$ cat config.mk
export PLATFORM = sky130hd
export DESIGN_NAME = ladybird_fifo_lvl
export DESIGN_NICKNAME = d
export VERILOG_FILES = /design/src/rtl/ladybird_fifo_lvl.sv
export SDC_FILE = /design/constraint.sdc
export NUM_CORES = 1
export LEC_CHECK = 0
export ABC_AREA = 1
export BUFFER_PORTS_ARGS = -buffer_cell sky130_fd_sc_hd__buf_2
export CAP_MARGIN = 40
export CELL_PAD_IN_SITES_DETAIL_PLACEMENT = 1
export CELL_PAD_IN_SITES_GLOBAL_PLACEMENT = 1
export CORE_MARGIN = 5
export CORE_UTILIZATION = 53
export CTS_CLUSTER_SIZE = 24
export DETAILED_ROUTE_END_ITERATION = 10
export HOLD_SLACK_MARGIN = 0.06
export PLACE_DENSITY_LB_ADDON = 0.1
export REMOVE_ABC_BUFFERS = 1
export SKIP_LAST_GASP = 1
export SLEW_MARGIN = 20
export SYNTH_ARGS = -nofsm -noshare
export SYNTH_HDL_FRONTEND = slang
export SYNTH_SLANG_ARGS = --single-unit
$ cat constraint.sdc
create_clock -name clk -period 19.9 [get_ports clk]
set_input_delay 1.99 -clock clk [delete_from_list [all_inputs] [get_ports clk]]
set_output_delay 1.99 -clock clk [all_outputs]
set_load 0.05 [all_outputs]
$ cat src/rtl/ladybird_fifo_lvl.sv
// Valid/ready FIFO with occupancy count, registered almost-full/almost-empty flags and synchronous flush.
// Define LADYBIRD_FIFO_LVL_OUTREG_EN to add a one-word registered output stage (capacity DEPTH+1).
module ladybird_fifo_lvl #(
  parameter int DEPTH_W   = 5,
  parameter int DATA_W    = 8,
  parameter int AFULL_TH  = (1 << DEPTH_W) - 2,
  parameter int AEMPTY_TH = 2
) (
  input  logic               clk,
  input  logic               rst,
  input  logic               flush,
  input  logic [DATA_W-1:0]  a_data,
  input  logic               a_valid,
  output logic               a_ready,
  output logic [DATA_W-1:0]  b_data,
  output logic               b_valid,
  input  logic               b_ready,
  output logic [DEPTH_W:0]   count,
  output logic               almost_full,
  output logic               almost_empty
);

  localparam int DEPTH = 1 << DEPTH_W;
  localparam logic [DEPTH_W:0] DEPTH_CNT = (DEPTH_W+1)'(DEPTH);

  if (AFULL_TH < 1 || AFULL_TH > DEPTH || AEMPTY_TH < 0 || AEMPTY_TH > DEPTH - 1) begin : g_bad_th
    $error("ladybird_fifo_lvl: AFULL_TH must be 1..DEPTH and AEMPTY_TH 0..DEPTH-1");
  end

  logic [DATA_W-1:0]  mem [DEPTH];
  logic [DEPTH_W-1:0] rd_ptr;
  logic [DEPTH_W-1:0] wr_ptr;
  logic [DEPTH_W:0]   mem_cnt;
  logic [DEPTH_W:0]   count_nxt;
  logic               mem_rd;
  logic               wr_fire;
  logic               rd_fire;

  // Readiness follows memory fullness only, never the consumer side.
  assign a_ready = (mem_cnt != DEPTH_CNT) & ~flush;
  assign wr_fire = a_valid & a_ready;
  assign rd_fire = b_valid & b_ready;

`ifdef LADYBIRD_FIFO_LVL_OUTREG_EN
  logic              stage_vld;
  logic [DATA_W-1:0] stage_dat;

  assign mem_rd  = (~stage_vld | rd_fire) & (mem_cnt != '0) & ~flush;
  assign b_valid = stage_vld & ~flush;
  assign b_data  = stage_dat;

  always_ff @(posedge clk or posedge rst) begin
    if (rst) begin
      stage_vld <= 1'b0;
      stage_dat <= '0;
    end else if (flush) begin
      stage_vld <= 1'b0;
      stage_dat <= '0;
    end else if (mem_rd) begin
      stage_vld <= 1'b1;
      stage_dat <= mem[rd_ptr];
    end else if (rd_fire) begin
      stage_vld <= 1'b0;
    end
  end
`else
  assign mem_rd  = rd_fire;
  assign b_valid = (mem_cnt != '0) & ~flush;
  assign b_data  = mem[rd_ptr];
`endif

  // External count moves only on external handshakes, so it covers the stage word too.
  always_comb begin
    count_nxt = count;
    if (flush) begin
      count_nxt = '0;
    end else if (wr_fire & ~rd_fire) begin
      count_nxt = count + 1'b1;
    end else if (rd_fire & ~wr_fire) begin
      count_nxt = count - 1'b1;
    end
  end

  always_ff @(posedge clk or posedge rst) begin
    if (rst) begin
      rd_ptr       <= '0;
      wr_ptr       <= '0;
      mem_cnt      <= '0;
      count        <= '0;
      almost_full  <= 1'b0;
      almost_empty <= 1'b1;
      for (int i = 0; i < DEPTH; i++) begin
        mem[i] <= '0;
      end
    end else begin
      count        <= count_nxt;
      almost_full  <= int'(count_nxt) >= AFULL_TH;
      almost_empty <= int'(count_nxt) <= AEMPTY_TH;
      if (flush) begin
        rd_ptr  <= '0;
        wr_ptr  <= '0;
        mem_cnt <= '0;
      end else begin
        if (wr_fire) begin
          mem[wr_ptr] <= a_data;
          wr_ptr      <= wr_ptr + 1'b1;
        end
        if (mem_rd) begin
          rd_ptr <= rd_ptr + 1'b1;
        end
        if (wr_fire & ~mem_rd) begin
          mem_cnt <= mem_cnt + 1'b1;
        end else if (mem_rd & ~wr_fire) begin
          mem_cnt <= mem_cnt - 1'b1;
        end
      end
    end
  end

endmodule

==> reports/metrics.cfg <==
[outcome]
outcome = finished clean

[worst_setup_path]
cp-start-kind = flip-flop
crit_cells = 9
path_cells = buf_4 > buf_4 > buf_16 > a21oi_1 > o21ai_0 > a21oi_1 > o31ai_1 > inv_1 > buf_2
critical-path-top-delay-family = buffers and inverters
crit_path_end_kind = output port
reg2regPathDepth = 15
slowest_delay_ps = 810
cpMaxStageDelayCell = dfrtp_4
crit_type = flip-flop to output port
path_buf_inv = 5
critPathArrivalTime_ps = 3930
crit_path_max_fanout = 82
required_ps = 17910

[cts]
cts_tree = built
cts_root_buf = clkbuf_16
cts-resized-gates = 0
ctsHoldBuffers = 0
postCtsSetupRepairBufs = 0
cts_sinks = 280
clkLatencyLatePin_ps = 550
cts_buffers = 31
cts_max_level = 1
clock_path_buffers = 3
cts.clk_slew.worst_paths_ps = 60

[place]
dp_cells = 1783
dp_hpwl_um = 25600
port-buffer-count = 30
placed_area_um2 = 14300
place.gp.congestion = 0.849

[power]
peakVddDrop_mv = 0.108
p_leak_nw = 7.52
p_per_area_nw_per_um2 = 121

[timing]
fin_crit_ps = 5920
finalSetupViolCount = 0
timing.final.crit_share_pct = 29.7
hold_violations = 0
rsz0062_at_grt = false
slew_violations = 0
fin_skew_ps = 13.8
holdWs_ps = 480
fmax_mhz = 169
setup_tns_ps = 0
tightest_slew_ps = 899
relSlewSlack_pct = 40.0

[min_path]
hp-class = flip-flop to flip-flop
hold_depth = 1

[grt]
antenna_found_initial = 0
grt_pass1_wl_um = 64400
grt_pass1_vias = 11500
grt_max_degree = 92
gr-total-overflow = 0
grt_use_total_pct = 26.3

[finish]
final_util_pct = 59.5
final_common_cell = dfrtp_1
layout_common_cells = 277 x dfrtp_1, 263 x nand2_1, 238 x o21ai_0, 145 x inv_1, 104 x mux2_2
fillCellCount = 2940
num_antenna_cells = 0
final_cell_area_um2 = 15500
areaGrowthSynthToFinish_pct = 10.6
layoutNonFillerInstCount = 1846
drive_gt1_share_pct = 17.6
nNetsFinal = 1512

[floorplan]
die_w_um = 173
fp.coreArea_um2 = 26100
dieArea_um2 = 29800
start_util_pct = 53.8
io-pin-count = 31
num_rows = 59
die_y_um = 173

[synthesis]
synth_ff_type = dfrtp_1
synth_area_per_cell_um2 = 9.34
synth_edf_count = 0
postSynth.asyncResetShare_pct = 100
ys_seq_area_share_pct = 50.0
synthCells = 1500
ys_seq_elements = 280
synth_warnings = 0
ys_types = 39
syn_area_um2 = 14000

[route]
postRouteAntennaNets = 0
wl_per_cell_um = 21.6
wl_um = 39800
drt-initial-drc-count = 771
via_count = 10700
vias_per_cell = 5.82
drc = 0
dr.pass1.iters = 5

[job]
maxCapViolations = 0

==> kinds of logic after synthesis <==
logic type | share of synthesized area (%)
simple gates | 16.2
compound gates | 14.0
xor+xnor | 0.375
flops | 50.0
buf+inv | 7.14
fa+ha+maj | 1.12
mux | 11.1
==> path summary, 6_finish.rpt <==
kind                       slack [ps]        from         end
max                             13980   rd_ptr[0]   b_data[7]
min                               480    mem[249]    mem[249]
max reg2reg                     17200  mem_cnt[5]  mem_cnt[5]
min reg2reg                       480    mem[249]    mem[249]
max in group asynchronous       16490         rst    mem[249]
min in group asynchronous        1500         rst  mem_cnt[2]
==> routing by layer <==
layer | global-route usage (%) | share of wire (%) | wire, µm | up-vias
li1 | - | - | - | 4977
met1 | 36.7 | 45 | 18100 | 5509
met2 | 43.7 | 48 | 19100 | 181
met3 | 3.32 | 3.5 | 1380 | 71
met4 | 7.49 | 3.0 | 1190 | 0
met5 | 0 | 0 | 0 | -
==> cells in the mapped netlist (16+ instances only) <==
cell	instances	area (µm²)
dfrtp_1	279	6980
nand2_1	263	987
o21ai_0	238	1190
inv_1	146	548
mux2_2	104	1170
nand3_1	72	360
a21oi_1	71	355
clkbuf_1	53	199
nor2_1	44	165
buf_2	31	155
mux2_1	29	327
o211ai_1	27	203
nor2_4	22	248
o22ai_1	16	100
==> state kept, by name, summed over array words and instances (netlist names) <==
| signal | count |
|---|---|
| count | 6 |
| wr_ptr | 5 |
| almost_empty | 1 |
| rd_ptr | 5 |
| almost_full | 1 |
| mem_cnt | 6 |
| mem | 256 |
==> metrics by stage <==
stage,setup slack (ps),total power [mW]
finish,13980,1.87
global route,13620,1.97
CTS,13130,1.86
detailed placement,13940,1.29
global placement,13960,1.27
floorplan,10190,1.09
==> power by group <==
group          internal, mW  switching [mW]  total, mW
clock                 0.337           0.231      0.568
combinational         0.182           0.433      0.615
sequential            0.629          0.0590      0.688
total                  1.15           0.723       1.87
==> final cells by class <==
cell class | count | area [µm²] | area share [%]
Multi-Input combinational cell | 972 | 6010 | 38.7
Clock inverter | 10 | 103 | 0.662
Sequential cell | 280 | 7020 | 45.3
Tap cell | 335 | 419 | 2.70
Timing Repair Buffer | 48 | 462 | 2.98
Clock buffer | 47 | 906 | 5.84
Inverter | 154 | 591 | 3.81
Note: power is estimated with default switching activity, not from simulation.
